--- src/rtl/uart_mmio_pkg.sv ---
// Shared types and constants for the MMIO-to-UART byte feeder and its helpers.
package uart_mmio_pkg;

    typedef enum logic [2:0] {
        IDLE,
        SEND_BYTE,
        SEND_HEX,
        SEND_CR,
        SEND_LF
    } state_t;

    localparam logic [7:0] CR      = 8'h0D;
    localparam logic [7:0] LF      = 8'h0A;
    localparam logic [7:0] ZERO    = 8'h30;
    localparam logic [7:0] A_LOWER = 8'h61;

    localparam logic [31:0] DEFAULT_BYTE_ADDR = 32'h0000_F000;
    localparam logic [31:0] DEFAULT_HEX_ADDR  = 32'h0000_F004;

endpackage

--- src/rtl/hex_nibble_to_ascii.sv ---
// Combinational nibble to lowercase ASCII hex digit.
module hex_nibble_to_ascii
    import uart_mmio_pkg::*;
(
    input  logic [3:0] nibble,
    output logic [7:0] ascii
);

    always_comb begin
        if (nibble < 4'd10) ascii = ZERO + {4'h0, nibble};
        else                ascii = A_LOWER + {4'h0, nibble} - 8'd10;
    end

endmodule

--- src/rtl/uart_mmio_tx.sv ---
// Turns CPU stores to the byte/hex MMIO registers into UART TX FIFO byte strobes,
// throttled against FIFO occupancy.
module uart_mmio_tx
    import uart_mmio_pkg::*;
#(
    parameter logic [31:0] BYTE_ADDR      = DEFAULT_BYTE_ADDR,
    parameter logic [31:0] HEX_ADDR       = DEFAULT_HEX_ADDR,
    parameter int unsigned FIFO_DEPTH     = 16,
    parameter bit          APPEND_NEWLINE = 1'b1
) (
    input  logic        clk,
    input  logic        reset,
    input  logic        mem_write_en,
    input  logic [31:0] mem_addr,
    input  logic [31:0] mem_wdata,
    input  logic [7:0]  fifo_size,
    output logic        stall,
    output logic        uart_txd_enable,
    output logic [7:0]  uart_txd_data
);

    // Margin of 3 absorbs the UART's input register and its size-update lag.
    localparam logic [7:0] SPACE_MAX = 8'(FIFO_DEPTH - 3);

    state_t      state, state_next;
    logic [31:0] word;
    logic [2:0]  cnt;
    logic        hit, space;
    logic        emit, capture, capture_hex, cnt_dec;
    logic [7:0]  emit_byte;
    logic [3:0]  nibble;
    logic [7:0]  hex_char;

    assign hit    = mem_write_en & ((mem_addr == BYTE_ADDR) | (mem_addr == HEX_ADDR));
    assign stall  = hit & (state != IDLE);
    assign space  = (fifo_size <= SPACE_MAX);
    assign nibble = word[{cnt, 2'b00} +: 4];

    hex_nibble_to_ascii u_hex (
        .nibble (nibble),
        .ascii  (hex_char)
    );

    always_comb begin
        state_next  = state;
        emit        = 1'b0;
        emit_byte   = word[7:0];
        capture     = 1'b0;
        capture_hex = 1'b0;
        cnt_dec     = 1'b0;
        case (state)
            IDLE: begin
                if (hit) begin
                    capture = 1'b1;
                    if (mem_addr == BYTE_ADDR) begin
                        state_next = SEND_BYTE;
                    end else begin
                        capture_hex = 1'b1;
                        state_next  = SEND_HEX;
                    end
                end
            end
            SEND_BYTE: begin
                if (space) begin
                    emit       = 1'b1;
                    state_next = IDLE;
                end
            end
            SEND_HEX: begin
                if (space) begin
                    emit      = 1'b1;
                    emit_byte = hex_char;
                    cnt_dec   = 1'b1;
                    if (cnt == 3'd0) state_next = APPEND_NEWLINE ? SEND_CR : IDLE;
                end
            end
            SEND_CR: begin
                if (space) begin
                    emit       = 1'b1;
                    emit_byte  = CR;
                    state_next = SEND_LF;
                end
            end
            SEND_LF: begin
                if (space) begin
                    emit       = 1'b1;
                    emit_byte  = LF;
                    state_next = IDLE;
                end
            end
            default: state_next = IDLE;
        endcase
    end

    always_ff @(posedge clk) begin
        if (reset) begin
            state           <= IDLE;
            uart_txd_enable <= 1'b0;
            uart_txd_data   <= 8'h00;
            cnt             <= 3'd0;
            word            <= 32'h0;
        end else begin
            state           <= state_next;
            uart_txd_enable <= emit;
            if (emit)    uart_txd_data <= emit_byte;
            if (capture) word <= mem_wdata;
            if (capture_hex)  cnt <= 3'd7;
            else if (cnt_dec) cnt <= cnt - 3'd1;
        end
    end

endmodule

--- config.mk ---
export PLATFORM = sky130hd
export DESIGN_NAME = uart_mmio_tx
export DESIGN_NICKNAME = d
export VERILOG_FILES = /design/src/rtl/uart_mmio_pkg.sv /design/src/rtl/hex_nibble_to_ascii.sv /design/src/rtl/uart_mmio_tx.sv
export SDC_FILE = /design/constraint.sdc
export NUM_CORES = 1
export LEC_CHECK = 0
export BUFFER_PORTS_ARGS = -buffer_cell sky130_fd_sc_hd__buf_2
export CORE_UTILIZATION = 50
export DETAILED_ROUTE_END_ITERATION = 8
export HOLD_SLACK_MARGIN = 0.06
export PLACE_DENSITY = 0.92
export SLEW_MARGIN = 20
export SYNTH_ARGS = -nofsm -noshare
export SYNTH_HDL_FRONTEND = slang
export SYNTH_SLANG_ARGS = --single-unit
--- constraint.sdc ---
create_clock -name clk -period 2.7 [get_ports clk]
set_input_delay 0.27 -clock clk [delete_from_list [all_inputs] [get_ports clk]]
set_output_delay 0.27 -clock clk [all_outputs]
set_load 0.02 [all_outputs]
==> flow_summary_export.csv <==
group,metric,value,unit
status,run_status,"complete, no violations",
sta,period_share,80.6,%
detailed_routing,dr_pass1_iterations,5,
placed_design,place_worst_setup_slack,559,ps
placed_design,place.port_buffers,83,
global_route,first_global_vias,2074,
floorplan,die_area,0.00530,mm^2
sta,finalSetupViolations,0,
detailed_routing,drcViolationCount,0,
worst_setup_path,critical_path_required,2930,ps
detailed_routing,via_count,2279,
detailed_routing,detail-route-antenna-nets,0,
placed_design,gp_congestion,0.937,
worst_setup_path,cp-end-kind,"flop",
floorplan,chipHeight,72.8,um
power_and_ir_drop,peakVddDrop,0.358,mV
global_route,aggregate_global_routing_overflow,0,
floorplan,number_of_top_level_pins,85,
cells_and_area,finalNetCount,411,
floorplan,die_width,72.8,um
sta,timing.final.ws_setup,523,ps
synthesis,syn_area,0.00250,mm^2
cts,clk_pin_slew_worst_paths,90,ps
sta,post-route-min-period,2180,ps
cts,cts_tree,"done",
flow_run,drv.max_cap_violation_count,0,
cells_and_area,fillerInstances,402,
worst_setup_path,critical_path.cell_chain,"mux4_1 -> mux2i_4 -> ha_1 -> o211ai_1 -> a41oi_1",
sta,worst_slew_margin_rel,54.4,%
cts,post_cts_setup_repair_buffer_count,0,
global_route,antenna_found_initial,0,
synthesis,yosys.cell_types.count,45,
worst_setup_path,crit_path_max_fanout,8,
placed_design,post-dp-hpwl,4530,um
cts,holdBufCountCts,0,
floorplan,initial_core_utilization,52.3,%
sta,worst_case_hold_slack,187,ps
power_and_ir_drop,power.leakage,1.17,nW
cts,ctsHtreeMaxLevel,2,
worst_setup_path,crit_arrival,2410,ps
synthesis,synth_nets,332,
cts,cts_inserted_buffers,5,
cts,latest_clock_arrival_within_the_worst_skew_pair,310,ps
worst_setup_path,setup.worst_path.start_class,"flop",
synthesis,yosysWarnings,0,
global_route,grt_max_degree,34,
global_route,globalRouteTotalUtil,24.0,%
worst_setup_path,worstPathBufferInverterCount,0,
global_route,grt_pass1_wl,9760,um
cts,clk_root_buffer_cell,"sky130_fd_sc_hd__clkbuf_8",
detailed_routing,avgViaCountPerCell,5.68,
sta,totalNegativeSetupSlack,0,ps
synthesis,synthCells,254,
sta,timing_worst_slew_pin_value,678,ps
synthesis,syn_avg_cell_area,9.86,um^2
sta,slew_viol_final,0,
cells_and_area,area_growth,20.7,%
sta,finClkSkew,8.03,ps
sta,finalHoldViolCount,0,
detailed_routing,drt-wirelength-per-cell,14.9,um
power_and_ir_drop,areal_power_density_over_the_cells,462,mW/mm^2
floorplan,floorplan.rows,25,
cells_and_area,final_layout_size_suffix_gt1_share,32.0,%
cts,clock-sinks,47,
worst_setup_path,cp_slowest_stage_delay,650,ps
sta,setup_repair_after_global_routing_missed_its_margin,"false",
synthesis,synth-seq-area-share,37.6,%
worst_setup_path,critical-path-slowest-cell,"sky130_fd_sc_hd__mux4_1",
cts,cts_resized,0,
sta,maxClockFrequency,459,MHz
cts,cts_buffer_depth,2,
floorplan,core-area,0.00479,mm^2
hold_path,timing.hold.worst.class,"in -> reg",
detailed_routing,wirelength,5980,um
synthesis,seq_cells_post_synth,47,
cells_and_area,antennaDiodeCount,0,
worst_setup_path,timing_worst_setup_path_type,"reg -> reg",
detailed_routing,drt_first_iter_violations,248,
worst_setup_path,worst_path_dominant_cell_family,"multiplexers",
-- sequential cells by signal, summed over array words and instances, names as in the netlist --
name / flops
word: 32
uart_txd_data: 8
cnt: 3
state: 3
uart_txd_enable: 1
-- layer usage --
metal  global-route usage (%)  wire [um]  vias up
met5                        0          0        -
met4                     10.5        116        0
met3                     5.11        529       17
met2                     39.7       2950      124
met1                     30.4       2380     1047
li1                         -          -     1091
-- per-stage QoR --
step / power [mW] / area [um^2] / instances / utilization [%]
6_report: 1.40 / 3020 / 401 / 63.2
4_1_cts: 1.40 / 3020 / 401 / 63.2
2_1_floorplan: 0.870 / 2500 / 254 / -
3_3_place_gp: 0.941 / 2930 / 393 / 61.1
5_1_grt: 1.46 / 3020 / 401 / 63.2
3_5_place_dp: 0.948 / 2930 / 393 / 61.1
-- layout make-up --
type                    count  area [um^2]  area share (%)
well taps                  67         83.8            2.77
flip-flops and latches     47          941            31.1
repair buffers             85          443            14.6
clock inverters             2         16.3           0.538
clock buffers               6         82.6            2.73
inverters                   9         33.8            1.12
multi-input cells         185         1420            47.1
-- final timing paths --
kind	from	end	slack (ps)	depth (start not counted)
max reg2reg	cnt[0]	uart_txd_data[4]	520	5
min reg2reg	uart_txd_data[7]	uart_txd_data[7]	470	2
max	cnt[0]	uart_txd_data[4]	520	5
min	mem_wdata[27]	word[27]	190	3
-- layout by cell type (no fill, tap or decap), types with 3 or more instances in the layout --
master	netlist	final
sky130_fd_sc_hd__mux4_2	4	4
sky130_fd_sc_hd__nand3_1	4	4
sky130_fd_sc_hd__nor2_1	42	42
sky130_fd_sc_hd__ha_1	3	3
sky130_fd_sc_hd__mux4_1	4	4
sky130_fd_sc_hd__nand2_1	13	13
sky130_fd_sc_hd__nor3_1	5	5
sky130_fd_sc_hd__nor4_1	8	8
sky130_fd_sc_hd__mux2i_1	34	34
sky130_fd_sc_hd__o211ai_1	3	3
sky130_fd_sc_hd__dfxtp_1	47	47
sky130_fd_sc_hd__buf_2	0	83
sky130_fd_sc_hd__clkbuf_8	2	6
sky130_fd_sc_hd__xnor2_1	3	3
sky130_fd_sc_hd__a21oi_1	14	14
sky130_fd_sc_hd__nand4_1	3	3
sky130_fd_sc_hd__o21ai_0	8	8
sky130_fd_sc_hd__inv_1	9	9
-- synth_stat cells, drive strengths merged --
library cell	number	area (um^2)
dfxtp	47	941
nor2	42	158
mux2i	36	385
a21oi	14	70.1
nand2	13	48.8
nor4	10	92.6
inv	9	33.8
clkbuf	8	50.1
mux4	8	195
o21ai	8	40.0
buf	5	56.3
nor3	5	25.0
nand3	4	20.0
ha	3	37.5
nand4	3	18.8
o211ai	3	22.5
or3	3	23.8
xnor2	3	26.3
a21o	2	15.0
a31oi	2	12.5
a32oi	2	17.5
a41oi	2	17.5
and4	2	17.5
mux2	2	22.5
nand2b	2	12.5
o2111a	2	22.5
o32ai	2	17.5
a2111oi	1	8.76
a211o	1	8.76
a211oi	1	7.51
a21bo	1	10.0
a21boi	1	11.3
a31o	1	8.76
and2	1	6.26
and3	1	7.51
nand3b	1	7.51
nand4b	1	8.76
o221ai	1	8.76
or4	1	11.3
-- power by group --
part	switching (mW)	internal, mW	total [mW]
Sequential	0.0312	0.702	0.733
Combinational	0.114	0.0968	0.210
Clock	0.244	0.209	0.453
Total	0.388	1.01	1.40
-- tightest hold or removal path, stage by stage --
cell	delay (ps)
sky130_fd_sc_hd__buf_2	70
sky130_fd_sc_hd__mux2i_1	50
sky130_fd_sc_hd__nor2_1	70
-- cells by family after synthesis --
logic type	share of synthesized area, %
buffers and inverters	5.59
AO/OA/AOI/OAI	11.9
AND/OR/NAND/NOR	18.3
multiplexers	24.1
adder cells (fa/ha/maj)	1.50
flip-flops	37.6
XOR/XNOR	1.05
No activity file was read; power rests on OpenSTA's default activity.
